`src/rtl/load_store_unit_if.sv`:
```
`default_nettype none
// ============================================================================
// Module  : load_store_unit_if
// Purpose : Request/response and data-SRAM bus bundle for the load/store unit.
// Revision: 1.0
// ============================================================================
interface load_store_unit_if #(
   parameter int ARCH   = 32,
   parameter int ADDR_W = 12
);
   logic              req_valid_in;
   logic              req_ready_out;
   logic              req_we_in;
   logic [1:0]        req_size_in;
   logic              req_unsigned_in;
   logic [ADDR_W-1:0] req_addr_in;
   logic [ARCH-1:0]   req_wdata_in;
   logic              resp_valid_out;
   logic [ARCH-1:0]   resp_rdata_out;
   logic              resp_err_out;
   logic [ADDR_W-1:0] mem_addr_a_out;
   logic [ARCH-1:0]   mem_din_a_out;
   logic              mem_we_a_out;
   logic [ADDR_W-1:0] mem_addr_b_out;
   logic              mem_en_b_out;
   logic [ARCH-1:0]   mem_dout_b_in;

   // Master is the execute stage plus the SRAM read-data return path.
   modport master (
      output req_valid_in, req_we_in, req_size_in, req_unsigned_in,
             req_addr_in, req_wdata_in, mem_dout_b_in,
      input  req_ready_out, resp_valid_out, resp_rdata_out, resp_err_out,
             mem_addr_a_out, mem_din_a_out, mem_we_a_out,
             mem_addr_b_out, mem_en_b_out
   );

   modport slave (
      input  req_valid_in, req_we_in, req_size_in, req_unsigned_in,
             req_addr_in, req_wdata_in, mem_dout_b_in,
      output req_ready_out, resp_valid_out, resp_rdata_out, resp_err_out,
             mem_addr_a_out, mem_din_a_out, mem_we_a_out,
             mem_addr_b_out, mem_en_b_out
   );
endinterface
`default_nettype wire

```
`src/rtl/load_store_unit.sv`:
```
`default_nettype none
// ============================================================================
// Module  : load_store_unit
// Purpose : RV32 load/store initiator for a byte-enable-less dual-port SRAM.
// Revision: 1.0
// ============================================================================
module load_store_unit #(
   parameter int ARCH      = 32,
   parameter int RAM_DEPTH = 4096
) (
   input  wire logic           clk,
   input  wire logic           rst,
   load_store_unit_if.slave    bus
);
   localparam int ADDR_W = $clog2(RAM_DEPTH);

   localparam logic [1:0] c_SIZE_BYTE = 2'b00;
   localparam logic [1:0] c_SIZE_HALF = 2'b01;
   localparam logic [1:0] c_SIZE_WORD = 2'b10;

   typedef enum logic [1:0] {
      IDLE        = 2'd0,
      LOAD_WAIT   = 2'd1,
      STORE_MERGE = 2'd2
   } state_t;

   state_t            r_state;
   state_t            w_state_next;
   logic [ADDR_W-1:0] r_addr;
   logic [1:0]        r_size;
   logic              r_unsigned;
   logic [ARCH-1:0]   r_wdata;
   logic              r_resp_valid;
   logic              r_resp_err;
   logic [ARCH-1:0]   r_resp_rdata;

   logic              w_ready;
   logic              w_accept;
   logic              w_illegal;
   logic              w_word_store;
   logic [ARCH-1:0]   w_shifted;
   logic [ARCH-1:0]   w_load_data;
   logic [ARCH-1:0]   w_merged;
   logic              w_we_a;
   logic [ADDR_W-1:0] w_addr_a;
   logic [ARCH-1:0]   w_din_a;
   logic              w_en_b;
   logic [ADDR_W-1:0] w_addr_b;

   assign w_ready      = (r_state == IDLE) && !rst;
   assign w_accept     = bus.req_valid_in && w_ready;
   assign w_word_store = bus.req_we_in && (bus.req_size_in == c_SIZE_WORD);

   always_comb begin
      w_illegal = 1'b0;
      case (bus.req_size_in)
         c_SIZE_BYTE: w_illegal = 1'b0;
         c_SIZE_HALF: w_illegal = bus.req_addr_in[0];
         c_SIZE_WORD: w_illegal = (bus.req_addr_in[1:0] != 2'b00);
         default:     w_illegal = 1'b1;
      endcase
   end

   // Returned word is aligned to the addressed lane before extension.
   assign w_shifted = bus.mem_dout_b_in >> {r_addr[1:0], 3'b000};

   always_comb begin
      w_load_data = w_shifted;
      case (r_size)
         c_SIZE_BYTE: w_load_data = r_unsigned ? {{(ARCH-8){1'b0}}, w_shifted[7:0]}
                                               : {{(ARCH-8){w_shifted[7]}}, w_shifted[7:0]};
         c_SIZE_HALF: w_load_data = r_unsigned ? {{(ARCH-16){1'b0}}, w_shifted[15:0]}
                                               : {{(ARCH-16){w_shifted[15]}}, w_shifted[15:0]};
         default:     w_load_data = w_shifted;
      endcase
   end

   always_comb begin
      w_merged = bus.mem_dout_b_in;
      if (r_size == c_SIZE_BYTE)
         w_merged[{r_addr[1:0], 3'b000} +: 8] = r_wdata[7:0];
      else
         w_merged[{r_addr[1], 4'b0000} +: 16] = r_wdata[15:0];
   end

   always_comb begin
      w_state_next = r_state;
      w_we_a       = 1'b0;
      w_addr_a     = r_addr;
      w_din_a      = r_wdata;
      w_en_b       = 1'b0;
      w_addr_b     = r_addr;
      case (r_state)
         IDLE: begin
            if (w_accept && !w_illegal) begin
               if (w_word_store) begin
                  w_we_a   = 1'b1;
                  w_addr_a = bus.req_addr_in;
                  w_din_a  = bus.req_wdata_in;
               end else begin
                  w_en_b       = 1'b1;
                  w_addr_b     = bus.req_addr_in;
                  w_state_next = bus.req_we_in ? STORE_MERGE : LOAD_WAIT;
               end
            end
         end
         LOAD_WAIT: w_state_next = IDLE;
         STORE_MERGE: begin
            w_we_a       = 1'b1;
            w_din_a      = w_merged;
            w_state_next = IDLE;
         end
         default: w_state_next = IDLE;
      endcase
      // Reset must never let a pending merge reach the array.
      if (rst) begin
         w_we_a = 1'b0;
         w_en_b = 1'b0;
      end
   end

   always_ff @(posedge clk) begin
      if (rst) begin
         r_state      <= IDLE;
         r_addr       <= '0;
         r_size       <= 2'b00;
         r_unsigned   <= 1'b0;
         r_wdata      <= '0;
         r_resp_valid <= 1'b0;
         r_resp_err   <= 1'b0;
         r_resp_rdata <= '0;
      end else begin
         r_state <= w_state_next;
         if (w_accept) begin
            r_addr     <= bus.req_addr_in;
            r_size     <= bus.req_size_in;
            r_unsigned <= bus.req_unsigned_in;
            r_wdata    <= bus.req_wdata_in;
         end
         r_resp_valid <= (w_accept && (w_illegal || w_word_store)) || (r_state != IDLE);
         r_resp_err   <= w_accept && w_illegal;
         r_resp_rdata <= (r_state == LOAD_WAIT) ? w_load_data : '0;
      end
   end

   assign bus.req_ready_out  = w_ready;
   assign bus.resp_valid_out = r_resp_valid;
   assign bus.resp_err_out   = r_resp_err;
   assign bus.resp_rdata_out = r_resp_rdata;
   assign bus.mem_we_a_out   = w_we_a;
   assign bus.mem_addr_a_out = w_addr_a;
   assign bus.mem_din_a_out  = w_din_a;
   assign bus.mem_en_b_out   = w_en_b;
   assign bus.mem_addr_b_out = w_addr_b;
endmodule
`default_nettype wire

```
`src/flat_wrapper.sv`:
```
// flat-port wrapper written by rule: the top's interface ports become plain ports
module load_store_unit_flat 
#(
   parameter int ARCH      = 32,
   parameter int RAM_DEPTH = 4096
)
  (clk, rst, bus_req_valid_in, bus_req_we_in, bus_req_size_in, bus_req_unsigned_in, bus_req_addr_in, bus_req_wdata_in, bus_mem_dout_b_in, bus_req_ready_out, bus_resp_valid_out, bus_resp_rdata_out, bus_resp_err_out, bus_mem_addr_a_out, bus_mem_din_a_out, bus_mem_we_a_out, bus_mem_addr_b_out, bus_mem_en_b_out);
  load_store_unit_if #(.ARCH(ARCH), .ADDR_W(12)) bus_i ();
  input  wire logic clk;
  input  wire logic rst;
  input wire logic [$bits(bus_i.req_valid_in)-1:0] bus_req_valid_in;
  input wire logic [$bits(bus_i.req_we_in)-1:0] bus_req_we_in;
  input wire logic [$bits(bus_i.req_size_in)-1:0] bus_req_size_in;
  input wire logic [$bits(bus_i.req_unsigned_in)-1:0] bus_req_unsigned_in;
  input wire logic [$bits(bus_i.req_addr_in)-1:0] bus_req_addr_in;
  input wire logic [$bits(bus_i.req_wdata_in)-1:0] bus_req_wdata_in;
  input wire logic [$bits(bus_i.mem_dout_b_in)-1:0] bus_mem_dout_b_in;
  output wire logic [$bits(bus_i.req_ready_out)-1:0] bus_req_ready_out;
  output wire logic [$bits(bus_i.resp_valid_out)-1:0] bus_resp_valid_out;
  output wire logic [$bits(bus_i.resp_rdata_out)-1:0] bus_resp_rdata_out;
  output wire logic [$bits(bus_i.resp_err_out)-1:0] bus_resp_err_out;
  output wire logic [$bits(bus_i.mem_addr_a_out)-1:0] bus_mem_addr_a_out;
  output wire logic [$bits(bus_i.mem_din_a_out)-1:0] bus_mem_din_a_out;
  output wire logic [$bits(bus_i.mem_we_a_out)-1:0] bus_mem_we_a_out;
  output wire logic [$bits(bus_i.mem_addr_b_out)-1:0] bus_mem_addr_b_out;
  output wire logic [$bits(bus_i.mem_en_b_out)-1:0] bus_mem_en_b_out;
  assign bus_i.req_valid_in = bus_req_valid_in;
  assign bus_i.req_we_in = bus_req_we_in;
  assign bus_i.req_size_in = bus_req_size_in;
  assign bus_i.req_unsigned_in = bus_req_unsigned_in;
  assign bus_i.req_addr_in = bus_req_addr_in;
  assign bus_i.req_wdata_in = bus_req_wdata_in;
  assign bus_i.mem_dout_b_in = bus_mem_dout_b_in;
  assign bus_req_ready_out = bus_i.req_ready_out;
  assign bus_resp_valid_out = bus_i.resp_valid_out;
  assign bus_resp_rdata_out = bus_i.resp_rdata_out;
  assign bus_resp_err_out = bus_i.resp_err_out;
  assign bus_mem_addr_a_out = bus_i.mem_addr_a_out;
  assign bus_mem_din_a_out = bus_i.mem_din_a_out;
  assign bus_mem_we_a_out = bus_i.mem_we_a_out;
  assign bus_mem_addr_b_out = bus_i.mem_addr_b_out;
  assign bus_mem_en_b_out = bus_i.mem_en_b_out;
  load_store_unit #(.ARCH(ARCH), .RAM_DEPTH(RAM_DEPTH)) u_core (.clk(clk), .rst(rst), .bus(bus_i));
endmodule
```
`config.mk`:
```
export PLATFORM = sky130hd
export DESIGN_NAME = load_store_unit_flat
export DESIGN_NICKNAME = d
export VERILOG_FILES = /design/src/rtl/load_store_unit_if.sv /design/src/rtl/load_store_unit.sv /design/src/flat_wrapper.sv
export SDC_FILE = /design/constraint.sdc
export NUM_CORES = 1
export LEC_CHECK = 0
export CORE_ASPECT_RATIO = 1.75
export CORE_MARGIN = 2
export CORE_UTILIZATION = 30
export CTS_CLUSTER_SIZE = 25
export DETAILED_ROUTE_END_ITERATION = 10
export PLACE_DENSITY_LB_ADDON = 0.05
export SLEW_MARGIN = 20
export SYNTH_ARGS = -nofsm -noshare
export SYNTH_HDL_FRONTEND = slang
export SYNTH_SLANG_ARGS = --single-unit
```
`constraint.sdc`:
```
create_clock -name clk -period 4.06 [get_ports clk]
set_clock_uncertainty 0.15 [all_clocks]
set_input_delay 0.812 -clock clk [delete_from_list [all_inputs] [get_ports clk]]
set_output_delay 0.812 -clock clk [all_outputs]
set_load 0.02 [all_outputs]
```
==> impl_metrics.ini <==
[outcome]
outcome = complete, no violations

[detailed_routing]
finalWirelength_um = 19000
drtIter0Drc = 259
routedWlPerCell_um = 19.2
route.detailed.drc = 0
ant_nets = 0
number_of_optimization_iterations_in_the_first_detailed_route_pass = 6
detailroute.via_count = 5275
avgViaCountPerCell = 5.33

[finish]
finalCoreUtilization_pct = 45.2
nets = 883
n_fill_cell = 1611
multi_input_area_um2 = 2910
seq_area_um2 = 1660
layout.cells.non_filler = 989
area.growth.synth_to_final_pct = 47.9
layout-drive-gt1-share_pct = 13.6

[job]
max_cap_violations = 0

[synth]
number_of_enable_type_register_cells_in_the_synthesized_netlist = 0
synth_top_family_by_area = compound AO/OA/AOI/OAI gates
synth.lib_cells_used.distinct = 43
synth-compound-area-share_pct = 24.2
synth_xor_xnor_area_share_pct = 0.181
yosys-mux-area-fraction_pct = 11.6
postSynth.asyncResetShare_pct = 0
mappedNetlistNets = 711
synth_seq_area_share_pct = 34.4
yosysWarnings = 0
synthesized_flop_and_latch_total = 83
post_synth_inst_count = 623
syn_area_per_cell_um2 = 7.76
synth_top_flop_cell = dfxtp_1
synthesized_area_fraction_occupied_by_and_or_nand_nor_cells_pct = 22.4
netlist_area_um2 = 4830
yosys.area_share.adder_pct = 1.29

[clocking]
cts.hold.buffers_added = 0
cts_tree = yes
worst_skew_pair.late_latency_ns = 0.34
htreeDepth = 3
clkSinkCount = 83
clkSlewWorstSetupHoldPaths_ns = 0.06
clk_root_buffer_cell = clkbuf_16
inserted_clock_buffers = 9
cts.path.max_buffers = 2

[worst_setup_path]
slowest_stage = or4b_4
worst_ep_required_time_ns = 3.10
crit_type = input port to primary output
timing.critical_path.cells = dlygate4sd2_1, or4b_4, buf_4, or4_4, and3_1, a221o_1, clkdlybuf4s15_2
arrival_time_of_the_worst_setup_path_ns = 3.06
worstSetupEndpointType = primary output
worst-path-max-fanout = 8
timing.critical_path.slowest_cell_delay_ns = 0.56
cp-start-kind = input port

[timing]
report.final.setup_viol = 0
min_cycle_time_layout_ns = 4.02
grt_setup_unrepaired = false
timing.final.max_slew_violations = 0
timing.final.crit_share_pct = 99.1
hold-worst-slack_ns = 0.302
maxSlewHeadroom_pct = 58.1
slew_at_the_pin_closest_to_its_max_slew_limit_ns = 0.628
report.final.hold_viol_count = 0
max_freq_mhz = 249
final.setup.worst_slack_ns = 0.0367

[grt]
groute.usage.overall_pct = 21.8
initial_antenna_violation_count = 1
largest_net_degree_at_the_start_of_global_routing = 64
globalRouteOverflowTotal = 0
grt_pass1_wl_um = 29000
grt_pass1_vias = 5218

[place]
placement.setup.worst_slack_ns = -0.387
portBuffers = 175
detailedPlacementHpwl_um = 14300
post-place-cells = 967
routabilityCongestion = 0.938

[floorplan]
die_height_um = 172
fp.dieArea_um2 = 17200
start_util_pct = 30.6
fp.coreArea_um2 = 15800
io-pin-count = 176
placementRows = 61
die_w_um = 100

[pwr]
power.static_leakage_nw = 3.06
worst_ir_drop_vdd_mv = 0.186
power.density_nw_per_um2 = 321
power.total_mw = 2.30

[hold_path]
holdCritPathClass = register to register
==> area by class of cell <==
cell class / count / area share, %
multi-input cells: 474 / 40.7
repair buffers: 215 / 28.3
flip-flops and latches: 83 / 23.3
clock buffers: 11 / 3.40
well taps: 189 / 3.31
inverters: 12 / 0.630
clock inverters: 4 / 0.385
diodes: 1 / 0.0350
==> cell usage after synthesis (16+ instances only) <==
library cell	number	area (µm²)
nand2_1	145	544
dfxtp_1	83	1660
a21oi_1	49	245
clkbuf_1	38	143
o21ai_0	30	150
nand3_1	29	145
mux2i_1	28	280
a211oi_1	25	188
mux2_2	25	282
nor2_1	25	93.8
a221o_1	20	200
a221oi_1	16	140
==> kinds of logic after synthesis <==
kind of cell,count (synthesis)
AO/OA/AOI/OAI,172
XOR/XNOR,1
adder cells (fa/ha/maj),5
buffers and inverters,67
flip-flops,83
multiplexers,53
AND/OR/NAND/NOR,242
==> flip-flops by register name (all words and copies together) (netlist names) <==
signal and flops:
u_core.bus.resp_valid_out 1, u_core.r_state 2, u_core.r_wdata 32, u_core.r_size 2
u_core.bus.resp_err_out 1, u_core.r_unsigned 1, u_core.bus.resp_rdata_out 32, u_core.r_addr 12
==> timing repair <==
| action | CTS | global route |
|---|---|---|
| setup buffers | 4 | 1 |
| resized for setup | 95 | 9 |
| cloned | 1 | 0 |
| pin swaps | 3 | 2 |
| setup endpoints to repair | 44 | 13 |
==> cell usage in the layout (no fill, tap or decap), types with 6 or more instances in the layout <==
cell type | synthesis | routed
a21o_1 | 7 | 7
nand3_1 | 29 | 29
nand2_1 | 145 | 145
a21oi_1 | 49 | 48
buf_2 | 4 | 6
nor2_1 | 25 | 24
a211oi_1 | 25 | 25
o21ai_0 | 30 | 30
clkbuf_16 | 0 | 9
buf_4 | 0 | 37
and3_1 | 10 | 10
a22o_1 | 7 | 7
mux2_2 | 25 | 25
clkdlybuf4s15_2 | 0 | 10
a221oi_1 | 16 | 16
clkdlybuf4s50_1 | 0 | 124
nor2b_1 | 6 | 6
dlygate4sd2_1 | 0 | 28
a221o_1 | 20 | 20
inv_1 | 11 | 11
mux2i_1 | 28 | 28
dfxtp_1 | 83 | 82
==> power breakdown <==
group / total, mW / leakage (nW) / switching (mW) / internal (mW)
Sequential: 0.897 / 0.680 / 0.0416 / 0.856
Combinational: 0.635 / 2.26 / 0.350 / 0.285
Clock: 0.763 / 0.124 / 0.336 / 0.427
Total: 2.30 / 3.06 / 0.728 / 1.57
==> layer usage <==
layer / up-vias / track usage, % / share of wire, %
li1: 2581 / - / -
met1: 2461 / 24.4 / 40
met2: 195 / 39.5 / 52
met3: 38 / 3.23 / 4.6
met4: 0 / 11.1 / 3.9
met5: - / 0 / 0
==> metrics by stage <==
| stage | cell area (µm²) | TNS (ns) |
|---|---|---|
| after floorplan | 4830 | 0 |
| after global placement | 6850 | -12.97 |
| after detailed placement | 6850 | -13.21 |
| after CTS | 7140 | 0 |
| after global routing | 7150 | 0 |
| final | 7150 | 0 |
==> final timing paths <==
kind / start / endpoint / slack, ns / cells past startpoint
setup / recovery: rst / bus_mem_din_a_out[27] / 0.04 / 7
hold / removal: u_core.r_wdata[27] / u_core.r_wdata[27] / 0.30 / 2
setup reg to reg: u_core.r_addr[1] / u_core.bus.resp_rdata_out[24] / 1.61 / 7
hold reg to reg: u_core.r_wdata[27] / u_core.r_wdata[27] / 0.30 / 2
==> worst max-delay path, delay by kind of cell <==
kind            cells  cell delay (ns)
compound gates      1             0.26
buf+inv             3             0.67
simple gates        3             1.30
Note: power is estimated with default switching activity, not from simulation.
